**src/rtl/sample_serializer.sv**
```systemverilog
// sample_serializer: requests one sample from the sample generator per frame
// and shifts it out as a left-justified mono frame (left slot, then the same
// word in the right slot) on the DAC pins bclk / lrclk / sdata.
module sample_serializer #(
  parameter int SAMPLE_WIDTH = 16,
  parameter int BCLK_DIV     = 4,   // clk cycles per bclk half-period, >= 2
  parameter int TIMEOUT      = 8    // max WAIT cycles before giving up
) (
  input  logic                    clk,
  input  logic                    reset,
  input  logic                    new_frame,
  output logic                    generate_next,
  input  logic                    sample_ready,
  input  logic [SAMPLE_WIDTH-1:0] sample,
  output logic                    busy,
  output logic                    bclk,
  output logic                    lrclk,
  output logic                    sdata,
  output logic                    frame_dropped,
  output logic                    timed_out
);

  localparam int BIT_W  = $clog2(2 * SAMPLE_WIDTH);
  localparam int DIV_W  = $clog2(BCLK_DIV);
  localparam int TCNT_W = $clog2(TIMEOUT + 1);

  localparam logic [BIT_W-1:0]  LEFT_LAST  = BIT_W'(SAMPLE_WIDTH - 1);
  localparam logic [BIT_W-1:0]  RIGHT_LAST = BIT_W'(2 * SAMPLE_WIDTH - 1);
  localparam logic [DIV_W-1:0]  DIV_LAST   = DIV_W'(BCLK_DIV - 1);
  localparam logic [TCNT_W-1:0] TCNT_LAST  = TCNT_W'(TIMEOUT);

  typedef enum logic [1:0] {
    IDLE,
    REQUEST,
    WAIT,
    SHIFT
  } state_t;

  state_t                  state;
  logic [SAMPLE_WIDTH-1:0] held_word;  // word replayed for the right slot
  logic [SAMPLE_WIDTH-1:0] shreg;      // MSB is the bit currently on sdata
  logic [BIT_W-1:0]        bit_cnt;    // 0..2*SAMPLE_WIDTH-1 across both slots
  logic [DIV_W-1:0]        div_cnt;
  logic [TCNT_W-1:0]       tcnt;
  logic [TCNT_W-1:0]       tcnt_next;

  assign tcnt_next = tcnt + TCNT_W'(1);

  // Handshake FSM, bclk divider and serial shifter; all outputs registered.
  // NOTE: every register here is written with <= so all updates in a cycle
  // see the pre-edge values; a blocking = would let later statements see
  // half-updated state and break the shift/divider ordering.
  always_ff @(posedge clk) begin
    if (reset) begin
      state         <= IDLE;
      generate_next <= 1'b0;
      busy          <= 1'b0;
      bclk          <= 1'b0;
      lrclk         <= 1'b0;
      sdata         <= 1'b0;
      frame_dropped <= 1'b0;
      timed_out     <= 1'b0;
      held_word     <= '0;
      shreg         <= '0;
      bit_cnt       <= '0;
      div_cnt       <= '0;
      tcnt          <= '0;
    end else begin
      // A request arriving while a frame is in flight is discarded.
      if (new_frame && state != IDLE) frame_dropped <= 1'b1;

      case (state)
        IDLE: begin
          if (new_frame) begin
            state         <= REQUEST;
            generate_next <= 1'b1;
            busy          <= 1'b1;
          end
        end

        REQUEST: begin
          generate_next <= 1'b0;
          tcnt          <= '0;
          state         <= WAIT;
        end

        WAIT: begin
          tcnt <= tcnt_next;
          if (sample_ready) begin
            held_word <= sample;
            shreg     <= sample;
            sdata     <= sample[SAMPLE_WIDTH-1];
            bit_cnt   <= '0;
            div_cnt   <= '0;
            bclk      <= 1'b0;
            lrclk     <= 1'b0;
            state     <= SHIFT;
          end else if (tcnt_next == TCNT_LAST) begin
            // Generator never answered: send silence and flag it.
            held_word <= '0;
            shreg     <= '0;
            sdata     <= 1'b0;
            bit_cnt   <= '0;
            div_cnt   <= '0;
            bclk      <= 1'b0;
            lrclk     <= 1'b0;
            timed_out <= 1'b1;
            state     <= SHIFT;
          end
        end

        SHIFT: begin
          if (div_cnt == DIV_LAST) begin
            div_cnt <= '0;
            bclk    <= ~bclk;
            // Data only moves on the falling bclk edge (bclk currently high).
            if (bclk) begin
              if (bit_cnt == RIGHT_LAST) begin
                state   <= IDLE;
                busy    <= 1'b0;
                bclk    <= 1'b0;
                lrclk   <= 1'b0;
                sdata   <= 1'b0;
                bit_cnt <= '0;
              end else begin
                bit_cnt <= bit_cnt + BIT_W'(1);
                if (bit_cnt == LEFT_LAST) begin
                  lrclk <= 1'b1;
                  shreg <= held_word;
                  sdata <= held_word[SAMPLE_WIDTH-1];
                end else begin
                  shreg <= {shreg[SAMPLE_WIDTH-2:0], 1'b0};
                  sdata <= shreg[SAMPLE_WIDTH-2];
                end
              end
            end
          end else begin
            div_cnt <= div_cnt + DIV_W'(1);
          end
        end

        default: state <= IDLE;
      endcase
    end
  end

endmodule

```
**config.mk**
```make
export PLATFORM = sky130hd
export DESIGN_NAME = sample_serializer
export DESIGN_NICKNAME = d
export VERILOG_FILES = /design/src/rtl/sample_serializer.sv
export SDC_FILE = /design/constraint.sdc
export NUM_CORES = 1
export LEC_CHECK = 0
export BUFFER_PORTS_ARGS = -buffer_cell sky130_fd_sc_hd__buf_2
export CORE_ASPECT_RATIO = 1.25
export CORE_MARGIN = 4
export CORE_UTILIZATION = 40
export DETAILED_ROUTE_END_ITERATION = 8
export SLEW_MARGIN = 10
export SYNTH_ARGS = -nofsm -noshare
export SYNTH_HDL_FRONTEND = slang
export SYNTH_SLANG_ARGS = --single-unit
```
**constraint.sdc**
```tcl
create_clock -name clk -period 5.29 [get_ports clk]
set_clock_uncertainty 0.2 [all_clocks]
set_input_delay 1.058 -clock clk [delete_from_list [all_inputs] [get_ports clk]]
set_output_delay 1.058 -clock clk [all_outputs]
set_load 0.05 [all_outputs]
```
Yosys cells after proc, flatten, opt, wreduce, memory -nomap -nowiden --
Cells that the tools add are included.
Word-level totals: flip-flop bits (word level) 51
Operators by class: bitwise logic cells 2, eq/ne operators 14, multiplexer cells 48, reductions and logical operators 18, add/subtract/negate cells 3
Operators with widths (count):
- $mux 15 | 4
- $mux 16 | 2
- $pmux 15 s2 | 1
- $mux 5 | 5
- $reduce_and 5->1 | 4
- $mux 1 | 18
- $mux 2 | 9
- $reduce_bool 2->1 | 6
- $ne 2x2->1 const B | 5
- $pmux 1 s2 | 5
- $pmux 5 s2 | 1
- $pmux 2 s4 | 1
- $pmux 4 s2 | 1
- $eq 2x2->1 const B | 3
- $ne 3x3->1 const B | 2
- $reduce_and 2->1 | 3
- $reduce_and 3->1 | 2
- $add 5x1->5 const B | 1
- $eq 5x4->1 const B | 1
- $eq 5x5->1 const B | 1
- $add 4x1->4 const B | 1
- $eq 4x4->1 const B | 1
- $pmux 2 s2 | 1
- $reduce_and 4->1 | 1
- other kinds (5) | 6

Longest topological paths before layout --
Gate-level depths: netlist (run 1).
word-level depth 6, gate-level depth with buffers 9, gate-level depth less buffers 7

Least setup slack after synthesis (run 1) --
OpenSTA, ideal clock, no wires.
path kind input to register, start in sample_ready, end reg shreg[10], data arrival time 2018 ps, buffers on the path 2, cell stages on the path 5, setup slack 2950 ps, cell sequence nand2b_1 buf_4 o21ai_4 buf_6 mux2_4
On the way: word-level cells in the longest chain between the ends 2, elaborated cells on any way between the ends 4, those cells by class eq/ne (1); mux (2); reduce/logical (1)
RTL lines:
- start, declared | RTL line 13 | input logic sample_ready,
- $ne 3x3->1 (no line) / $mux 16 (equally long branches)
- $reduce_and 5->1 (no line) / $pmux 15 s2 (equally long branches)
- end signal, assigned | RTL line 91 | shreg <= sample;
- end signal, assigned | RTL line 129 | shreg <= held_word;
- end signal, assigned | RTL line 132 | shreg <= {shreg[SAMPLE_WIDTH-2:0], 1'b0};
- end, declared | RTL line 41 | logic [SAMPLE_WIDTH-1:0] shreg;
Parallel ways exist; a longest one is shown, timed or not. A chain may end at the register's enable or synchronous reset.

==> flow_summary.toml, run 1 <==
[yosys]
syn_area_per_cell_sq_um = 9.63
syn_area_sq_um = 2730
async_reset_ff_share_pct = 0
synth_seq_cells = 51
yosysWarnings = 0
ys.flop_type = "dfxtp_1"
syn-instance-count = 283
seq_area_frac_synth_pct = 37.4
ys_types = 42
syn-num-nets = 313
synth_edf_count = 0

[clocking]
ctsHoldBuffers = 0
clk_pin_slew_worst_paths_ps = 90
htreeDepth = 2
cts_tree = "done"
root_buffer = "clkbuf_8"
insertion_delay_ps = 300
ctsResizeCount = 0
cts_buffers = 5
post_cts.repair.setup_buffers = 0
cts_sinks = 51
clockBufferDepth = 2

[worst_setup_path]
worstPathBufferInverterCount = 2
cpMaxStageDelayCell = "buf_2"
crit_chain = "buf_2 > inv_1 > and3_1 > a32o_2"
startpoint_type = "input port"
critPathTopFamily = "buffers and inverters"
endpoint_kind = "flip-flop"
worstPathArrival_ps = 3250
timing_worst_setup_path_type = "in2reg"
cp.required_ps = 5290
slowest_delay_ps = 660
path_max_fanout = 49

[drt]
m1WireLength_mm = 2.80
wl_per_cell_um = 15.3
routed-wl-met2_mm = 2.82
vias_per_cell = 5.44
routed_wl_mm = 5.91
dr_total_vias = 2093
route.met3.wl_um = 206
drtIter0Drc = 89
dr.pass1.iters = 4
drtAntennaViolNets = 0
top_layer_used = "met4"
drc = 0

[timing]
fmax_mhz = 307
worst_pin_slew_ps = 1100
setup_viol = 0
fin_crit_ps = 3260
rsz0062_at_grt = "false"
timing.final.crit_share_pct = 61.5
relSlewSlack_pct = 26.4
finalHoldViolCount = 0
setup_tns_ps = 0
worst_slack_ps = 2030
slew_violations = 0

[finish]
multiInputGateArea_sq_um = 1540
final_util_pct = 44.5
synthToLayoutAreaGrowth_pct = 7.71
n_antenna_cell = 0
design_area_sq_um = 2940
nFillCells = 671
layout-drive-gt1-share_pct = 25.5
regArea_sq_um = 1020
layoutNonFillerInstCount = 385
num-nets-final = 327

[pwr]
p_per_area_nw_per_um2 = 343
peakVddDrop_mv = 0.174
p_sw_share_pct = 35.5
p_comb_share_pct = 33.3
seqPwrFrac_pct = 44.8
switching_power_w = 0.000357
internal_power_w = 0.000649
leakage_nw = 1.25
clkPwrFrac_pct = 21.9

[floorplanning]
io_pins = 27
die_area_sq_um = 8210
die_height_um = 100
coreArea_sq_um = 6610
initial_core_util_pct = 41.3
die_w_um = 81.8
fp-row-count = 33

[status]
outcome = "complete, no violations"

[global_route]
overflow = 0
grt_first_pass_wirelength_mm = 9.79
antenna_found_initial = 0
grt_usage_pct = 15.1
grt_pass1_vias = 2076
grt_max_degree = 50

[place]
dp.cells = 377
dpl_cell_area_sq_um = 2860
dpl_worst_slack_ps = 1720
routabilityCongestion = 0.713
io_buffers = 26
place_hpwl_mm = 3.90

[min_path]
hold_class = "reg2reg"

[job]
maxCapViolCount = 0
## flip-flops by register name, summed over array words and instances (netlist names)
name	count
bclk	1
bit_cnt	5
busy	1
div_cnt	2
frame_dropped	1
generate_next	1
held_word	16
lrclk	1
sdata	1
shreg	15
state	2
tcnt	4
timed_out	1
## layout make-up
class	count	share of cell area, %
inverter	12	1.53
sequential	51	34.8
tap	87	3.71
clock inverter	1	0.170
multi-input combinational	200	52.5
timing repair buffer	27	4.69
clock buffer	7	2.60
## power groups by stage
stage,Clock (W),Sequential [W],Combinational [W]
6_report,0.000220,0.000451,0.000335
5_1_grt,0.000245,0.000458,0.000371
4_1_cts,0.000230,0.000452,0.000339
3_5_place_dp,0,0.000460,0.000338
3_3_place_gp,0,0.000460,0.000338
2_1_floorplan,0,0.000490,0.000245
## cells by family (layout without fill, tap and decap cells)
kind of cell    count (synthesis)  count (layout)  share of synthesized area (%)
compound gates                 78              78                           22.8
fa+ha+maj                      10              10                           4.59
buf+inv                        32              47                           5.97
flops                          51              51                           37.4
mux                            32              32                           14.0
simple gates                   80              80                           15.2
## worst paths after layout
kind / from / endpoint / slack, ps / cells past startpoint
max: reset / held_word[15] / 2030 / 4
min: frame_dropped / frame_dropped / 270 / 2
max reg2reg: bit_cnt[0] / shreg[14] / 2450 / 7
min reg2reg: frame_dropped / frame_dropped / 270 / 2
## synth_stat cells, types with 2 or more instances
library cell	count	area share, %
o211ai_1	3	0.83
o21ai_0	9	1.7
or3_1	2	0.46
inv_1	12	1.7
a21boi_0	3	0.83
and3_1	3	0.69
o2111ai_1	3	0.96
nand2_1	15	2.1
a22oi_1	14	3.9
nand2b_1	6	1.4
nand3b_1	3	0.83
a32o_2	10	4.1
buf_1	2	0.28
ha_1	10	4.6
buf_4	2	0.55
buf_6	4	1.7
mux2_2	18	7.4
nand3_1	5	0.92
o21ai_4	2	1.2
buf_2	4	0.73
dfxtp_1	51	37
a21oi_1	15	2.8
nor2_1	24	3.3
a211oi_1	2	0.55
clkbuf_1	8	1.1
a32o_1	7	2.6
mux2_4	8	4.4
mux2i_1	6	2.2
nor2b_1	17	3.9
o32ai_1	3	0.96
## metrics by stage
step | hold WS (ps) | total power (W)
2_1_floorplan | 236 | 0.000735
3_3_place_gp | 247 | 0.000798
3_5_place_dp | 258 | 0.000799
4_1_cts | 273 | 0.00102
5_1_grt | 301 | 0.00107
6_report | 271 | 0.00101
## cells in the final DEF (no fill, tap or decap), types with 2 or more instances in the layout
| master | n |
|---|---|
| buf_2 | 26 |
| nor2b_1 | 17 |
| o32ai_1 | 3 |
| nand3_1 | 5 |
| a21oi_1 | 15 |
| nand3b_1 | 3 |
| o211ai_1 | 3 |
| a21boi_0 | 3 |
| nand2_1 | 15 |
| dfxtp_1 | 51 |
| and3_1 | 3 |
| o2111ai_1 | 3 |
| o21ai_0 | 9 |
| mux2_2 | 18 |
| clkbuf_1 | 2 |
| inv_1 | 12 |
| ha_1 | 10 |
| clkbuf_8 | 5 |
| o21ai_4 | 2 |
| mux2_4 | 8 |
| a211oi_1 | 2 |
| nor2_1 | 24 |
| nand2b_1 | 6 |
| a22oi_1 | 14 |
| a32o_1 | 7 |
| a32o_2 | 10 |
| mux2i_1 | 6 |
| or3_1 | 2 |
## layer usage
| metal | track usage [%] | vias up |
|---|---|---|
| li1 | - | 1056 |
| met2 | 25.2 | 28 |
| met1 | 19.3 | 1003 |
| met3 | 2.96 | 6 |
| met4 | 4.60 | 0 |
| met5 | 0 | - |
## worst reg2reg max path, delay by kind of cell, from the launching register on
kind,cells,cell delay [ps]
adder cells (fa/ha/maj),2,960
multiplexers,2,710
flip-flops,1,380
AND/OR/NAND/NOR,2,280
AO/OA/AOI/OAI,1,210
(Power assumes the default switching activity.)
==> run 2: changes to the inputs <==
--- a/config.mk
+++ b/config.mk
@@ -5,6 +5,7 @@
 export SDC_FILE = /design/constraint.sdc
 export NUM_CORES = 1
 export LEC_CHECK = 0
+export ABC_AREA = 1
 export BUFFER_PORTS_ARGS = -buffer_cell sky130_fd_sc_hd__buf_2
 export CORE_ASPECT_RATIO = 1.25
 export CORE_MARGIN = 4
==> constraint.sdc (replaced) <==
create_clock -name clk -period 3 [get_ports clk]
set_clock_uncertainty 0.2 [all_clocks]
set_input_delay 0.6 -clock clk [delete_from_list [all_inputs] [get_ports clk]]
set_output_delay 0.6 -clock clk [all_outputs]
set_load 0.05 [all_outputs]
==> flow_summary.toml, run 2 <==
[yosys]
yosysWarnings = 0
syn_area_sq_um = 2780
yosys-top-cells-count = "nand2_1 (113), dfxtp_1 (51), inv_1 (50), nor2_1 (50), a21oi_1 (43)"
ys.flop_type = "dfxtp_1"
synth_top_family_by_area = "simple AND/OR/NAND/NOR gates"
synth.top_cell.area_share_pct = 36.7
syn_area_per_cell_sq_um = 6.53
syn-instance-count = 426
yosys.area_share.adder_pct = 4.50
yosysMostFrequentCell = "nand2_1"
seq_area_frac_synth_pct = 36.7
yosys-mux-area-fraction_pct = 0
ys_types = 30
synth_seq_cells = 51
async_reset_ff_share_pct = 0
synth.largest_area_cell = "dfxtp_1"
syn-num-nets = 456
synthXorXnorAreaFrac_pct = 0
synth_simple_gate_area_share_pct = 34.4
synth_compound_area_share_pct = 12.8
synth_edf_count = 0
synth_area_leaders = "dfxtp_1 (37%), nand2_1 (15%), a21oi_1 (7.7%)"

[min_path]
hold_end = "held_word[10]"
hold_class = "reg2reg"
holdCritStartpoint = "held_word[10]"
min_path_cells = 2

[worst_setup_path]
cp.required_ps = 3000
ff2ff_setup_slack_ps = 810
r2r_cells = 11
r2r_start = "bit_cnt[0]"
r2r_end = "state[1]"
endpoint_kind = "flip-flop"
path_max_fanout = 8
timing_worst_setup_path_type = "reg2reg"
worstPathArrival_ps = 2180
startpoint_type = "flip-flop"

[clocking]
cts_buffers = 5
htreeDepth = 2
ctsResizeCount = 0
cts_sinks = 51
clk_pin_slew_worst_paths_ps = 90
clockBufferDepth = 2
root_buffer = "clkbuf_8"
post_cts.repair.setup_buffers = 0
cts_tree = "done"
insertion_delay_ps = 300
ctsHoldBuffers = 0

[floorplanning]
io_pins = 27
fp-row-count = 33
die_area_sq_um = 8360
initial_core_util_pct = 41.8
die_w_um = 82.6
die_height_um = 101
coreArea_sq_um = 6650

[finish]
final_common_cell = "nand2_1"
regMostFlops = "held_word"
num-nets-final = 472
synthToLayoutAreaGrowth_pct = 10.2
reg_top3 = "held_word (16), shreg (15), bit_cnt (5)"
layout-drive-gt1-share_pct = 12.4
final_util_pct = 46.1
n_antenna_cell = 0
largest_reg_flops = 16
final_cell_mix = "nand2_1 (113), dfxtp_1 (51), inv_1 (50), nor2_1 (50), a21oi_1 (43)"

[drt]
drtAntennaViolNets = 0
dr.pass1.iters = 4
wl_per_cell_um = 12.0
vias_per_cell = 4.86
dr_total_vias = 2574
routed_wl_mm = 6.35
drtIter0Drc = 118
drc = 0

[timing]
setup_tns_ps = 0
finalHoldViolCount = 0
worst_pin_slew_ps = 735
fin_crit_ps = 2190
timing.final.crit_share_pct = 72.8
setup_viol = 0
fmax_mhz = 458
rsz0062_at_grt = "false"
slew_violations = 0
relSlewSlack_pct = 50.7

[pwr]
p_per_area_nw_per_um2 = 888
peakVddDrop_mv = 0.393
leakage_nw = 1.41

[global_route]
grt_first_pass_wirelength_mm = 11.1
grt_max_degree = 31
overflow = 0
antenna_found_initial = 0
grt_usage_pct = 16.7
grt_pass1_vias = 2447

[place]
place_hpwl_mm = 4.46
routabilityCongestion = 0.812
io_buffers = 26

[status]
outcome = "complete, no violations"

[job]
maxCapViolCount = 0
## run 2: cell types whose count changed after synthesis, moves of 10 or more
cell / change
a22oi_1: -14
nand3_1: +20
inv_1: +38
nand2_1: +98
nor2b_1: -17
a21oi_1: +28
mux2_2: -18
nor2_1: +26
a32o_2: -10
nand4_1: +20
## run 2: final cells by class
class | instances | area [sq um]
clock buffers | 8 | 100
fillers | 701 | 3580
inverters | 54 | 205
multi-input cells | 296 | 1440
flip-flops and latches | 51 | 1020
well taps | 87 | 109
repair buffers | 34 | 190
## run 2: routing by layer
layer  wire [um]  global-route usage, %
met2        3010                   29.4
met1        3040                   21.0
met4          48                   3.40
met3         250                   3.20
met5           0                      0
## run 2: cells by family after synthesis
| logic type | count (synthesis) |
|---|---|
| AO/OA/AOI/OAI | 66 |
| AND/OR/NAND/NOR | 220 |
| flip-flops | 51 |
| adder cells (fa/ha/maj) | 10 |
| buffers and inverters | 79 |
## run 2: stage by stage
| step | setup WS (ps) | cell area, sq um | hold WS (ps) | std cells | total power [W] |
|---|---|---|---|---|---|
| after floorplan | 1100 | 2780 | 240 | 426 | 0.00205 |
| after global placement | 826 | 2960 | 249 | 522 | 0.00230 |
| after detailed placement | 810 | 2960 | 254 | 522 | 0.00231 |
| after CTS | 783 | 3060 | 268 | 530 | 0.00276 |
| after global routing | 631 | 3060 | 287 | 530 | 0.00299 |
| final | 815 | 3060 | 264 | 530 | 0.00272 |
## run 2: worst max path at each step
stage               startpoint       end  slack (ps)
floorplan           bit_cnt[0]  state[1]        1100
global placement    bit_cnt[0]  state[0]         830
detailed placement  bit_cnt[0]  state[1]         810
CTS                 bit_cnt[0]  state[1]         780
global route        bit_cnt[1]  state[0]         630
finish              bit_cnt[0]  state[1]         810
## run 2: worst max-delay path: stages (launching register included)
cell and delay [ps]:
dfxtp_1 340, ha_1 160, nand2_1 70, nor2_1 150
ha_1 270, nor2_2 130, nor3_1 320, inv_2 70
a21oi_2 190, nand2_1 80, nand2_1 60, nor2_1 60
## run 2: power by group
part,total (W),internal [W],switching [W]
Sequential,0.000933,0.000859,0.0000742
Combinational,0.00136,0.000449,0.000906
Clock,0.000433,0.000211,0.000222
==> run 3: changes to the inputs <==
==> constraint.sdc (replaced) <==
create_clock -name clk -period 2.2 [get_ports clk]
set_clock_uncertainty 0.2 [all_clocks]
set_input_delay 0.44 -clock clk [delete_from_list [all_inputs] [get_ports clk]]
set_output_delay 0.44 -clock clk [all_outputs]
set_load 0.05 [all_outputs]
==> flow_summary.toml, run 3 (same netlist as run 2, synthesis figures left out) <==
[place]
place_hpwl_mm = 4.76
io_buffers = 26
routabilityCongestion = 0.843
dp.cells = 530
dpl_worst_slack_ps = 203

[timing]
fin_crit_ps = 2010
worst_pin_slew_ps = 395
setup_viol = 0
worst_slack_ps = 185
fmax_mhz = 496
setup_tns_ps = 0
slew_violations = 0
rsz0062_at_grt = "false"
finalHoldViolCount = 0
timing.final.crit_share_pct = 91.6
relSlewSlack_pct = 73.7

[finish]
layout-drive-gt1-share_pct = 14.2
n_antenna_cell = 0
synthToLayoutAreaGrowth_pct = 12.1
num-nets-final = 480
reg_top3 = "held_word (16), shreg (15), bit_cnt (5)"
final_common_cell = "nand2_1"
largest_reg_flops = 16
layoutNonFillerInstCount = 537
regMostFlops = "held_word"
nFillCells = 722
final_cell_mix = "nand2_1 (113), dfxtp_1 (51), inv_1 (50), nor2_1 (50), a21oi_1 (43)"

[global_route]
gr-usage-met2_pct = 30.6
use_met3_pct = 3.83
grt_max_degree = 26
antenna_found_initial = 0
grt_first_pass_wirelength_mm = 11.4
overflow = 0
grt_pass1_vias = 2570
use_met1_pct = 21.2
grt_usage_pct = 17.5
busiest_layer = "met2"

[worst_setup_path]
endpoint_kind = "flip-flop"
crit_path_start = "state[0]"
r2r_cells = 10
cp.required_ps = 2210
timing_worst_setup_path_type = "reg2reg"
r2r_start = "state[0]"
path_max_fanout = 8
startpoint_type = "flip-flop"
worstPathArrival_ps = 2030

[clocking]
cts_tree = "done"
clk_pin_slew_worst_paths_ps = 90
insertion_delay_ps = 300
cts_sinks = 51
clockBufferDepth = 2
cts_buffers = 5
htreeDepth = 2
post_cts.repair.setup_buffers = 0
root_buffer = "clkbuf_8"

[drt]
dr_total_vias = 2647
drtAntennaViolNets = 0
wl_per_cell_um = 12.5
routed_wl_mm = 6.72
dr.pass1.iters = 6
drtIter0Drc = 92
vias_per_cell = 4.93
drc = 0

[status]
outcome = "complete, no violations"

[job]
maxCapViolCount = 0

[pwr]
peakVddDrop_mv = 0.615
leakage_nw = 1.45
p_per_area_nw_per_um2 = 1200

[min_path]
min_path_cells = 3
holdCritStartpoint = "sample[2]"
hold_class = "in2reg"

[floorplanning]
initial_core_util_pct = 41.8
die_area_sq_um = 8360
coreArea_sq_um = 6650
die_w_um = 82.6
die_height_um = 101
fp-row-count = 33
io_pins = 27
==> run 3: worst max-delay path: stages, from the launching register on <==
cell and delay (ps):
dfxtp_1 400, ha_1 420, inv_4 100, nand2_4 100, nand2_2 80, inv_1 160, nand3_2 190, nand2_1 120
nand2_1 60, nand2_1 50, inv_1 40
==> run 3: path summary, 6_finish.rpt <==
| check | end | slack [ps] |
|---|---|---|
| setup / recovery | bit_cnt[3] | 190 |
| hold / removal | held_word[2] | 190 |
| setup reg to reg | bit_cnt[3] | 190 |
| hold reg to reg | held_word[10] | 260 |
==> run 3: area by class of cell <==
class / count / area (sq um) / share of cell area [%]
multi-input combinational: 296 / 1440 / 46.3
clock buffer: 6 / 82.6 / 2.65
inverter: 54 / 205 / 6.58
clock inverter: 1 / 5.00 / 0.161
tap: 87 / 109 / 3.49
sequential: 51 / 1020 / 32.8
timing repair buffer: 42 / 250 / 8.03
==> run 3: routing by layer <==
metal  vias up  wire, um  share of wire, %
li1       1396         -                 -
met1      1201      3130                47
met2        41      3280                49
met3         9       219               3.3
met4         0        92               1.4
met5         -         0                 0
==> run 3: what timing repair did <==
item                                    CTS  global route
hold buffers                              0             0
gates resized for setup                   0             1
endpoints found under the setup margin    0             2
==> run 3: metrics by stage <==
step           total power, W  util (%)  hold slack (ps)  cell area, sq um
6_report              0.00374      46.9              194              3120
5_1_grt               0.00413      46.9              206              3120
3_5_place_dp          0.00322      45.5              252              3020
4_1_cts               0.00377      46.8              187              3110
3_3_place_gp          0.00318      45.5              244              3020
2_1_floorplan         0.00280         -              240              2780
==> run 3: where the power goes <==
part	switching (W)	internal (W)	total, W
logic	0.00126	0.000663	0.00192
clock network	0.000297	0.000247	0.000545
registers	0.000107	0.00117	0.00128
